## config.mk

```make
export PLATFORM = sky130hd
export DESIGN_NAME = dd_sync_filt
export DESIGN_NICKNAME = d
export VERILOG_FILES = /design/src/rtl/audio_cortex_pkg.sv /design/src/rtl/dd_sync_filt_ch.sv /design/src/rtl/dd_sync_filt.sv
export SDC_FILE = /design/constraint.sdc
export NUM_CORES = 1
export LEC_CHECK = 0
export CORE_MARGIN = 4
export CORE_UTILIZATION = 30
export DETAILED_ROUTE_END_ITERATION = 8
export PLACE_DENSITY = 0.61
export SLEW_MARGIN = 20
export SYNTH_ARGS = -nofsm -noshare
export SYNTH_HDL_FRONTEND = slang
export SYNTH_SLANG_ARGS = --single-unit
```

## constraint.sdc

```tcl
create_clock -name clk_ir -period 1.4 [get_ports clk_ir]
set_clock_uncertainty 0.15 [all_clocks]
set_input_delay 0.28 -clock clk_ir [delete_from_list [all_inputs] [get_ports clk_ir]]
set_output_delay 0.28 -clock clk_ir [all_outputs]
set_load 0.05 [all_outputs]
```

## src/rtl/audio_cortex_pkg.sv

```systemverilog
// Shared helpers for audio_cortex boundary blocks: width math and parameter checks.
package audio_cortex_pkg;

  // Ceiling log2, usable in constant expressions.
  function automatic int unsigned clog2(input int unsigned n);
    int unsigned r;
    r = 0;
    for (int i = 0; i < 32; i++) begin
      if ((64'd1 << i) < 64'(n)) r = i + 1;
    end
    return r;
  endfunction

  // Filter counter width; a 1-deep filter still needs a 1-bit counter.
  function automatic int unsigned cnt_width(input int unsigned filter_len);
    return (filter_len > 1) ? clog2(filter_len) : 1;
  endfunction

  // Sync chains shorter than 2 do not resolve metastability; a 0-length filter is meaningless.
  function automatic bit params_legal(input int unsigned sync_stages,
                                      input int unsigned filter_len);
    return (sync_stages >= 2) && (filter_len >= 1);
  endfunction

endpackage

```

## src/rtl/dd_sync_filt_ch.sv

```systemverilog
// Single channel: synchroniser chain, stability filter and rise/fall pulse registers.
module dd_sync_filt_ch
  import audio_cortex_pkg::*;
#(
  parameter int unsigned P_NO_SYNC_STAGES = 2,
  parameter int unsigned P_FILTER_LEN     = 4,
  parameter logic        P_RST_VAL        = 1'b0
) (
  input  logic clk_ir,
  input  logic rst_ih,
  input  logic signal_id,
  output logic signal_od,
  output logic rise_od,
  output logic fall_od,
  output logic edge_od   // next-cycle pulse, feeds the registered any_edge in the top
);

  localparam int unsigned    CntW   = cnt_width(P_FILTER_LEN);
  localparam logic [CntW-1:0] CntMax = CntW'(P_FILTER_LEN - 1);

  logic [P_NO_SYNC_STAGES-1:0] sync_f;
  logic                        s;
  logic                        stable_f, stable_d;
  logic [CntW-1:0]             cnt_f, cnt_d;
  logic                        rise_f, rise_d;
  logic                        fall_f, fall_d;

  assign s = sync_f[P_NO_SYNC_STAGES-1];

  // Synchroniser shift chain; index 0 samples the asynchronous input.
  always_ff @(posedge clk_ir) begin
    if (rst_ih) begin
      sync_f <= {P_NO_SYNC_STAGES{P_RST_VAL}};
    end else begin
      sync_f <= {sync_f[P_NO_SYNC_STAGES-2:0], signal_id};
    end
  end

  // Filter next state: accept a disagreement only after it persists P_FILTER_LEN cycles.
  always_comb begin
    stable_d = stable_f;
    cnt_d    = cnt_f;
    rise_d   = 1'b0;
    fall_d   = 1'b0;
    if (s == stable_f) begin
      cnt_d = '0;
    end else if (cnt_f == CntMax) begin
      stable_d = s;
      cnt_d    = '0;
      rise_d   = s;
      fall_d   = ~s;
    end else begin
      cnt_d = cnt_f + CntW'(1);
    end
  end

  // Filter state and pulse registers.
  always_ff @(posedge clk_ir) begin
    if (rst_ih) begin
      stable_f <= P_RST_VAL;
      cnt_f    <= '0;
      rise_f   <= 1'b0;
      fall_f   <= 1'b0;
    end else begin
      stable_f <= stable_d;
      cnt_f    <= cnt_d;
      rise_f   <= rise_d;
      fall_f   <= fall_d;
    end
  end

  assign signal_od = stable_f;
  assign rise_od   = rise_f;
  assign fall_od   = fall_f;
  assign edge_od   = rise_d | fall_d;

endmodule

```

## src/rtl/dd_sync_filt.sv

```systemverilog
// Multi-channel synchroniser with per-channel glitch filter and edge detection.
module dd_sync_filt
  import audio_cortex_pkg::*;
#(
  parameter int unsigned         P_WIDTH          = 4,
  parameter int unsigned         P_NO_SYNC_STAGES = 2,
  parameter int unsigned         P_FILTER_LEN     = 4,
  parameter logic [P_WIDTH-1:0]  P_RST_VAL        = '0
) (
  input  logic               clk_ir,
  input  logic               rst_ih,
  input  logic [P_WIDTH-1:0] signal_id,
  output logic [P_WIDTH-1:0] signal_od,
  output logic [P_WIDTH-1:0] rise_od,
  output logic [P_WIDTH-1:0] fall_od,
  output logic               any_edge_od
);

  if (!params_legal(P_NO_SYNC_STAGES, P_FILTER_LEN)) begin : gen_bad_params
    $error("dd_sync_filt: P_NO_SYNC_STAGES must be >= 2 and P_FILTER_LEN >= 1");
  end

  logic [P_WIDTH-1:0] edge_d;
  logic               any_edge_f;

  for (genvar c = 0; c < P_WIDTH; c++) begin : gen_ch
    dd_sync_filt_ch #(
      .P_NO_SYNC_STAGES (P_NO_SYNC_STAGES),
      .P_FILTER_LEN     (P_FILTER_LEN),
      .P_RST_VAL        (P_RST_VAL[c])
    ) u_ch (
      .clk_ir    (clk_ir),
      .rst_ih    (rst_ih),
      .signal_id (signal_id[c]),
      .signal_od (signal_od[c]),
      .rise_od   (rise_od[c]),
      .fall_od   (fall_od[c]),
      .edge_od   (edge_d[c])
    );
  end

  // Register the OR of next-cycle pulses so any_edge lines up with rise/fall.
  always_ff @(posedge clk_ir) begin
    if (rst_ih) begin
      any_edge_f <= 1'b0;
    end else begin
      any_edge_f <= |edge_d;
    end
  end

  assign any_edge_od = any_edge_f;

endmodule

```

==> impl_metrics.csv, run 1 <==
group,metric,value,unit
sta,fmax,0.7549,GHz
sta,fin_hold_ws,278.1,ps
pwr,power_density,1039,nW/um2
placement,placed_cells,147,
routing,wl_per_cell,9.688,um
die,die_w,68.48,um
yosys,synth_area,1097,um2
global_route,track_usage,7.879,%
sta,drv_slew,0,
pwr,p_clk_share,41.8,%
global_route,grt-ovfl-total,0,
routing,drt_iter0_markers,19,
pwr,net-switching-power,293.7,uW
cts,clock_sinks,29,
global_route,grt_pass1_wl,2628,um
final_layout,final_core_util,43.66,%
yosys,synth-seq-cells,29,
placement,place_area,1416,um2
yosys,yosys_warnings,0,
cts,clk_path_buf_depth,2,
sta,tightest_slew,268.3,ps
job,cap_violations,0,
sta,rsz0062_at_grt,"no",
worst_setup_path,path_cells,"buf_12",
pwr,switching_share,18.82,%
routing,antenna_left,0,
placement,gp_congestion,0.6688,
final_layout,regArea,580.6,um2
final_layout,drive_above_1_share,34.26,%
cts,ctsResizeCount,0,
sta,worst_slack,75.32,ps
pwr,leakage,0.0005727,uW
worst_hold_path,hp-start,"gen_ch[3].u_ch.cnt_f[0]",
sta,max_slew_margin,81.86,%
placement,detailedPlace.worstSlack,-56.00,ps
die,start_util,31.88,%
yosys,synth_cell_types,17,
worst_setup_path,r2r_end,"gen_ch[1].u_ch.cnt_f[1]",
global_route,antenna_found_initial,0,
pwr,p_comb_share,3.9,%
worst_setup_path,cp-start-kind,"register",
worst_setup_path,r2r_slack,230,ps
routing,drc_errors,0,
cts,clock_latency,260,ps
final_layout,fillers,328,
pwr,seqPwrFrac,54.3,%
final_layout,instances_no_fill,154,
routing,finalWirelength,1492,um
sta,hold_violations,0,
yosys,syn-instance-count,89,
yosys,ys.flop_type,"dfxtp_1",
cts,htree_num_levels,2,
cts,post-cts-setup-buffers,0,
worst_hold_path,hp-class,"reg -> reg",
pwr,ir_worst_vdd,0.3360,mV
die,die_y,68.48,um
die,coreArea,3442,um2
global_route,grt_pass1_vias,630,
yosys,synth_edf_count,0,
die,rows,21,
status,status,"complete, no violations",
worst_setup_path,r2r-start,"gen_ch[1].u_ch.cnt_f[0]",
final_layout,antennaDiodeCount,0,
yosys,yosysTopAreaCell,"dfxtp_1",
worst_setup_path,crit_family,"flip-flops",
worst_setup_path,cp_max_fo,5,
yosys,synth_area_leaders,"dfxtp_1 53%, buf_4 8.2%, and4bb_2 6.8%",
worst_setup_path,end_kind,"output pin",
worst_hold_path,holdPathEnd,"gen_ch[3].u_ch.cnt_f[0]",
yosys,synthArstFlopShare,0,%
cts,cts_tree,"yes",
yosys,synth_most_common_cell,"dfxtp_1",
sta,finalCriticalPeriod,1325,ps
yosys,yosysTopAreaCellShare,52.91,%
worst_hold_path,min_path_cells,1,
sta,min_period_over_period,94.62,%
placement,portBuffers,18,
worst_setup_path,cp_slowest_cell,"dfxtp_1",
yosys,synth_seq_area_share,52.91,%
routing,viasPerCell,4.156,
final_layout,multiInputGateArea,400.4,um2
routing,first_pass_iters,2,
yosys,syn_nets,99,
die,pin_count,19,
placement,dpl.hpwl,1140,um
final_layout,syn2layout_area_growth,36.94,%
worst_setup_path,crit_required,970,ps
worst_setup_path,ff2ff_path_depth,2,
cts,clock-root-buffer,"clkbuf_8",
cts,cts_inserted_buffers,5,
cts,path_clk_slew,50,ps
pwr,intPower,1267,uW
die,dieArea,4690,um2
cts,cts_hold_buf,0,
worst_setup_path,worst-setup-path-type,"reg -> out",
routing,vias,640,
final_layout,final_area,1503,um2
yosys,synth_common_cells,"29 x dfxtp_1, 12 x buf_4, 8 x nor2b_1",
global_route,grt_max_degree,12,
worst_setup_path,crit_arrival,890,ps
yosys,avgSynthCellArea,12.33,um2
sta,finalSetupViolations,0,
worst_setup_path,critical_path_buf_inv_count,1,
final_layout,layout.nets,118,
worst_setup_path,critPathMaxStageDelay,450,ps
[power by group through the flow]
stage,Sequential (uW),Combinational [uW],Clock (uW)
CTS,848,61.5,680
global placement,865,59.5,0
detailed placement,865,61.2,0
finish,848,60.2,653
global route,849,67.2,714
floorplan,864,35.7,0
[cell usage in the layout (no fill, tap or decap), drive strengths merged]
master | netlist | layout
mux2i | 4 | 4
xnor2 | 4 | 4
nor2b | 8 | 8
dfxtp | 29 | 29
a41oi | 1 | 1
clkdlybuf4s50 | 0 | 5
and4bb | 6 | 6
nor4bb | 2 | 2
nor4 | 4 | 4
nor4b | 4 | 4
ha | 4 | 4
clkbuf | 1 | 7
nand2b | 4 | 4
buf | 14 | 22
nor2 | 4 | 4
[state kept, by name, indices dropped and copies added, names as in the netlist]
| signal | flops |
|---|---|
| gen_ch.u_ch.sync_f | 8 |
| gen_ch.u_ch.cnt_f | 8 |
| any_edge_od | 1 |
| gen_ch.u_ch.rise_od | 4 |
| gen_ch.u_ch.signal_od | 4 |
| gen_ch.u_ch.fall_od | 4 |
[final cells by class]
class                   instances  area share (%)
multi-input cells              45           26.64
flip-flops and latches         29           38.63
well taps                      46           3.830
repair buffers                 27           25.15
clock buffers                   7           5.745
[logic make-up (layout without fill, tap and decap cells)]
group	Yosys count	after routing	synth area share (%)
AO/OA/AOI/OAI	1	1	1.483
XOR/XNOR	4	4	3.192
adder cells (fa/ha/maj)	4	4	4.561
buffers and inverters	15	34	10.60
flip-flops	29	29	52.91
multiplexers	4	4	3.649
AND/OR/NAND/NOR	32	32	23.60
[per-layer routing]
metal	wire [um]	GRT usage (%)	vias to the layer above
met2	696	11.92	17
met4	36	6.700	0
li1	-	-	333
met1	658	8.492	285
met3	101	3.120	5
met5	0	0	-
[worst register-to-register path, cell delays in order (launching register included)]
cell and delay [ps]:
dfxtp_1 310, ha_1 270, nor4b_1 340
[how the worst max path moves through the flow]
stage	cells after the start	slack [ps]	to	from
2_1_floorplan	3	310	gen_ch[3].u_ch.signal_od	gen_ch[3].u_ch.cnt_f[0]
3_3_place_gp	3	-50	gen_ch[3].u_ch.rise_od	rst_ih
3_5_place_dp	3	-60	gen_ch[3].u_ch.fall_od	rst_ih
4_1_cts	1	60	signal_od[2]	gen_ch[2].u_ch.signal_od
5_1_grt	2	40	signal_od[3]	gen_ch[3].u_ch.signal_od
6_report	1	80	signal_od[2]	gen_ch[2].u_ch.signal_od
[stage by stage]
| stage | total power (uW) | TNS (ps) |
|---|---|---|
| after floorplan | 899.3 | 0 |
| after global placement | 924.3 | -262.1 |
| after detailed placement | 926.6 | -322.7 |
| after CTS | 1589 | 0 |
| after global routing | 1631 | 0 |
| final | 1561 | 0 |
Power figures use the tool's default switching activity.
==> inputs of run 2 (changes only) <==
--- a/config.mk
+++ b/config.mk
@@ -6,5 +6,5 @@
 export NUM_CORES = 1
 export LEC_CHECK = 0
-export CORE_MARGIN = 4
+export CORE_MARGIN = 2
 export CORE_UTILIZATION = 30
 export DETAILED_ROUTE_END_ITERATION = 8
==> constraint.sdc (replaced) <==
create_clock -name clk_ir -period 1.4 [get_ports clk_ir]
set_clock_uncertainty 0.15 [all_clocks]
set_input_delay 0.42 -clock clk_ir [delete_from_list [all_inputs] [get_ports clk_ir]]
set_output_delay 0.42 -clock clk_ir [all_outputs]
set_load 0.05 [all_outputs]
==> impl_metrics.csv, run 2 (synthesized netlist as in run 1, its figures left out) <==
group,metric,value,unit
job,cap_violations,0,
worst_setup_path,path_cells,"buf_12",
cts,clock-root-buffer,"clkbuf_4",
global_route,grt-ovfl-total,0,
worst_setup_path,cp_slowest_cell,"dfxtp_4",
placement,portBuffers,18,
worst_setup_path,critPathMaxStageDelay,360,ps
routing,wl_per_cell,10.39,um
routing,drt_iter0_markers,9,
pwr,intPower,1067,uW
pwr,power_density,906.5,nW/um2
final_layout,layout_commonest_cell,"dfxtp_1",
routing,finalWirelength,1610,um
sta,worst_slack,10.09,ps
routing,antenna_left,0,
status,status,"complete, no violations",
routing,first_pass_iters,4,
routing,drc_errors,0,
die,pin_count,19,
pwr,switching_share,21.11,%
placement,dpl.hpwl,1119,um
die,dieArea,4158,um2
sta,fin_hold_ws,279.4,ps
global_route,antenna_found_initial,0,
pwr,p_comb_share,4.3,%
worst_setup_path,crit_family,"flip-flops",
pwr,seqPwrFrac,62.0,%
sta,hold_violations,0,
cts,cts_inserted_buffers,5,
die,rows,21,
sta,finalCriticalPeriod,1390,ps
placement,detailedPlace.worstSlack,-207.1,ps
sta,drv_slew,0,
worst_setup_path,critical_path_buf_inv_count,1,
final_layout,antennaDiodeCount,0,
global_route,grt_max_degree,14,
pwr,leakage,0.0005635,uW
cts,clock_latency,320,ps
final_layout,fillers,333,
cts,cts_tree,"yes",
cts,path_clk_slew,80,ps
die,die_y,64.48,um
worst_hold_path,hp-class,"reg -> reg",
routing,viasPerCell,4.323,
final_layout,drive_above_1_share,44.95,%
cts,clk_path_buf_depth,2,
final_layout,syn2layout_area_growth,35.92,%
global_route,track_usage,9.617,%
die,start_util,32.12,%
sta,tightest_slew,282.6,ps
cts,clock_sinks,29,
final_layout,regArea,606.8,um2
sta,rsz0062_at_grt,"yes",
worst_setup_path,cp-start-kind,"register",
worst_setup_path,cp_max_fo,2,
global_route,grt_pass1_vias,684,
sta,fmax,0.7195,GHz
routing,vias,670,
die,die_w,64.48,um
final_layout,layout.nets,118,
worst_setup_path,crit_required,830,ps
worst_setup_path,end_kind,"output pin",
pwr,net-switching-power,285.4,uW
final_layout,multiInputGateArea,400.4,um2
pwr,ir_worst_vdd,0.5810,mV
worst_setup_path,crit_arrival,820,ps
final_layout,layout.cells.most_common_list,"16 x dfxtp_1, 13 x buf_12, 9 x dfxtp_2, 9 x buf_4, 8 x nor2b_1",
placement,gp_congestion,0.7027,
sta,max_slew_margin,81.03,%
pwr,p_clk_share,33.7,%
sta,min_period_over_period,99.28,%
global_route,grt_pass1_wl,2815,um
worst_setup_path,worst-setup-path-type,"reg -> out",
final_layout,reg_top3,"gen_ch.u_ch.cnt_f x8, gen_ch.u_ch.sync_f x8",
sta,finalSetupViolations,0,
die,coreArea,3416,um2
sta,tns,0,ps
cts,htree_num_levels,2,
[run 2: changes by cell type in the layout (fill, tap and decap cells not counted)]
cell      change
dfxtp_2       +9
clkbuf_4      +5
dfxtp_4       +4
clkbuf_8      -6
clkbuf_1      +2
dfxtp_1      -13
[run 2: final cells by class]
cell class              count  area share, %
multi-input cells          45          26.85
flip-flops and latches     29          40.69
well taps                  46          3.859
repair buffers             27          25.34
clock buffers               8          3.272
[run 2: power by group through the flow]
stage	clock, uW	sequential (uW)	combinational [uW]
floorplan	0	864	35.7
detailed placement	0	865	58.6
global route	521	840	64.6
CTS	477	838	58.8
finish	456	838	58.0
global placement	0	865	56.9
[run 2: through the flow]
step	power [uW]	instances	util (%)	cell area (um2)
after detailed placement	924.0	143	40.59	1386
after global placement	921.7	143	40.59	1386
after floorplan	899.3	89	-	1097
after global routing	1426	155	43.66	1491
after CTS	1373	155	43.66	1491
final	1352	155	43.66	1491
[run 2: path summary, 6_finish.rpt]
kind	startpoint	to	slack, ps	depth (start not counted)
setup reg to reg	gen_ch[3].u_ch.signal_od	any_edge_od	80	4
hold / removal	gen_ch[0].u_ch.cnt_f[0]	gen_ch[0].u_ch.cnt_f[0]	280	1
hold reg to reg	gen_ch[0].u_ch.cnt_f[0]	gen_ch[0].u_ch.cnt_f[0]	280	1
setup / recovery	gen_ch[3].u_ch.signal_od	signal_od[3]	10	1
[run 2: what timing repair did]
action	CTS	global route
pin swaps	0	0
hold buffers	0	0
setup buffers	4	0
endpoints found under the setup margin	13	13
resized for setup	17	0
[run 2: per-layer routing]
metal	part of all wire, %	up-vias	wire (um)	track usage (%)
met2	50	12	806	16.41
met5	0	-	0	0
met1	41	312	661	8.243
met3	6.1	5	99	6.597
li1	-	341	-	-
met4	2.6	0	42	5.585
==> inputs of run 3 (changes only) <==
Settings changed: ABC_AREA set to 0, CAP_MARGIN set to 20, CORE_UTILIZATION 30 to 50, PLACE_DENSITY 0.61 to 0.87.
==> impl_metrics.csv, run 3 (synthesized netlist as in run 1, its figures left out) <==
group,metric,value,unit
status,status,"complete, no violations",
sta,worst_slack,4.788,ps
worst_setup_path,crit_arrival,830,ps
sta,finalCriticalPeriod,1395,ps
routing,first_pass_iters,4,
die,start_util,54.27,%
routing,drc_errors,0,
worst_setup_path,end_kind,"output pin",
final_layout,instances_no_fill,133,
global_route,track_usage,16.65,%
global_route,grt_max_degree,15,
routing,antenna_left,0,
worst_setup_path,path_cells,"buf_12",
cts,clock_latency,320,ps
pwr,leakage,0.0005624,uW
die,die_y,50.85,um
global_route,antenna_found_initial,0,
worst_setup_path,cp-start-kind,"register",
placement,detailedPlace.worstSlack,-246.1,ps
routing,vias,667,
placement,portBuffers,18,
final_layout,final_area,1474,um2
sta,drv_slew,0,
job,cap_violations,0,
cts,path_clk_slew,80,ps
pwr,ir_worst_vdd,0.8583,mV
placement,placed_cells,122,
routing,finalWirelength,1669,um
global_route,grt_pass1_vias,686,
cts,clock-root-buffer,"clkbuf_4",
cts,cts_hold_buf,0,
placement,place_area,1348,um2
final_layout,layout.cells.most_common_list,"16 x dfxtp_1, 13 x buf_12, 9 x dfxtp_2",
worst_setup_path,worst-setup-path-type,"reg -> out",
sta,fmax,0.7167,GHz
die,rows,16,
final_layout,layout.nets,116,
worst_setup_path,cp_slowest_cell,"dfxtp_4",
cts,htree_num_levels,2,
sta,max_slew_margin,78.54,%
pwr,power_density,942.5,nW/um2
final_layout,antennaDiodeCount,0,
die,coreArea,2022,um2
worst_setup_path,cp_max_fo,2,
cts,cts_tree,"yes",
placement,gp_congestion,0.6851,
routing,drt_iter0_markers,7,
final_layout,drive_above_1_share,47.17,%
global_route,grt-ovfl-total,0,
worst_hold_path,hp-class,"reg -> reg",
cts,clock_sinks,29,
sta,finalSetupViolations,0,
sta,min_period_over_period,99.66,%
final_layout,reg_top3,"gen_ch.u_ch.cnt_f x8, gen_ch.u_ch.sync_f x8",
worst_setup_path,critPathMaxStageDelay,360,ps
sta,hold_violations,0,
sta,rsz0062_at_grt,"yes",
die,die_w,50.85,um
cts,clk_path_buf_depth,2,
sta,fin_hold_ws,277.1,ps
worst_setup_path,critical_path_buf_inv_count,1,
worst_setup_path,crit_required,830,ps
placement,dpl.hpwl,1173,um
final_layout,syn2layout_area_growth,34.32,%
global_route,grt_pass1_wl,3001,um
die,dieArea,2585,um2
cts,cts_inserted_buffers,5,
sta,tightest_slew,317.4,ps
die,pin_count,19,
worst_setup_path,crit_family,"flip-flops",
routing,wl_per_cell,12.55,um
routing,viasPerCell,5.015,
final_layout,layout_commonest_cell,"dfxtp_1",
sta,tns,0,ps
## run 3: routing by layer
metal	track usage, %	share of wire, %	vias to the layer above
met2	27.63	51	18
li1	-	-	330
met1	17.74	41	314
met5	0	0	-
met4	9.459	1.9	0
met3	7.018	5.5	5
## run 3: final timing paths
check | cells past startpoint | to | slack, ps | startpoint
setup / recovery | 1 | signal_od[3] | 5 | gen_ch[3].u_ch.signal_od
hold reg to reg | 1 | gen_ch[0].u_ch.cnt_f[0] | 280 | gen_ch[0].u_ch.cnt_f[0]
hold / removal | 1 | gen_ch[0].u_ch.cnt_f[0] | 280 | gen_ch[0].u_ch.cnt_f[0]
setup reg to reg | 4 | any_edge_od | 90 | gen_ch[1].u_ch.signal_od
## run 3: worst register-to-register path, stage by stage (launching register included)
cell	delay, ps
dfxtp_4	360
buf_4	150
xnor2_1	250
nand2b_1	160
a41oi_2	120
## run 3: power breakdown
group | switching, uW | total, uW | internal [uW] | leakage [uW]
Clock | 257 | 494 | 236 | 0.0000314
Combinational | 21.1 | 56.0 | 34.9 | 0.000287
Sequential | 9.04 | 839 | 830 | 0.000244
Total | 288 | 1390 | 1100 | 0.000562
## run 3: final cells by class
cell class | instances | area (um2)
clock buffers | 7 | 55.05
fillers | 145 | 548.0
multi-input cells | 45 | 415.4
flip-flops and latches | 29 | 606.8
well taps | 27 | 33.78
repair buffers | 25 | 362.8
## run 3: timing repair
action	4_1_cts	5_1_grt
resized for setup	17	2
setup endpoints to repair	13	10
cloned	0	0
pin swaps	0	0
setup buffers	4	0
## run 3: metrics by stage
step                util (%)  power (uW)
global placement       66.65       916.6
finish                 72.90        1389
CTS                    72.15        1405
global route           72.90        1450
detailed placement     66.65       921.4
floorplan                  -       899.3
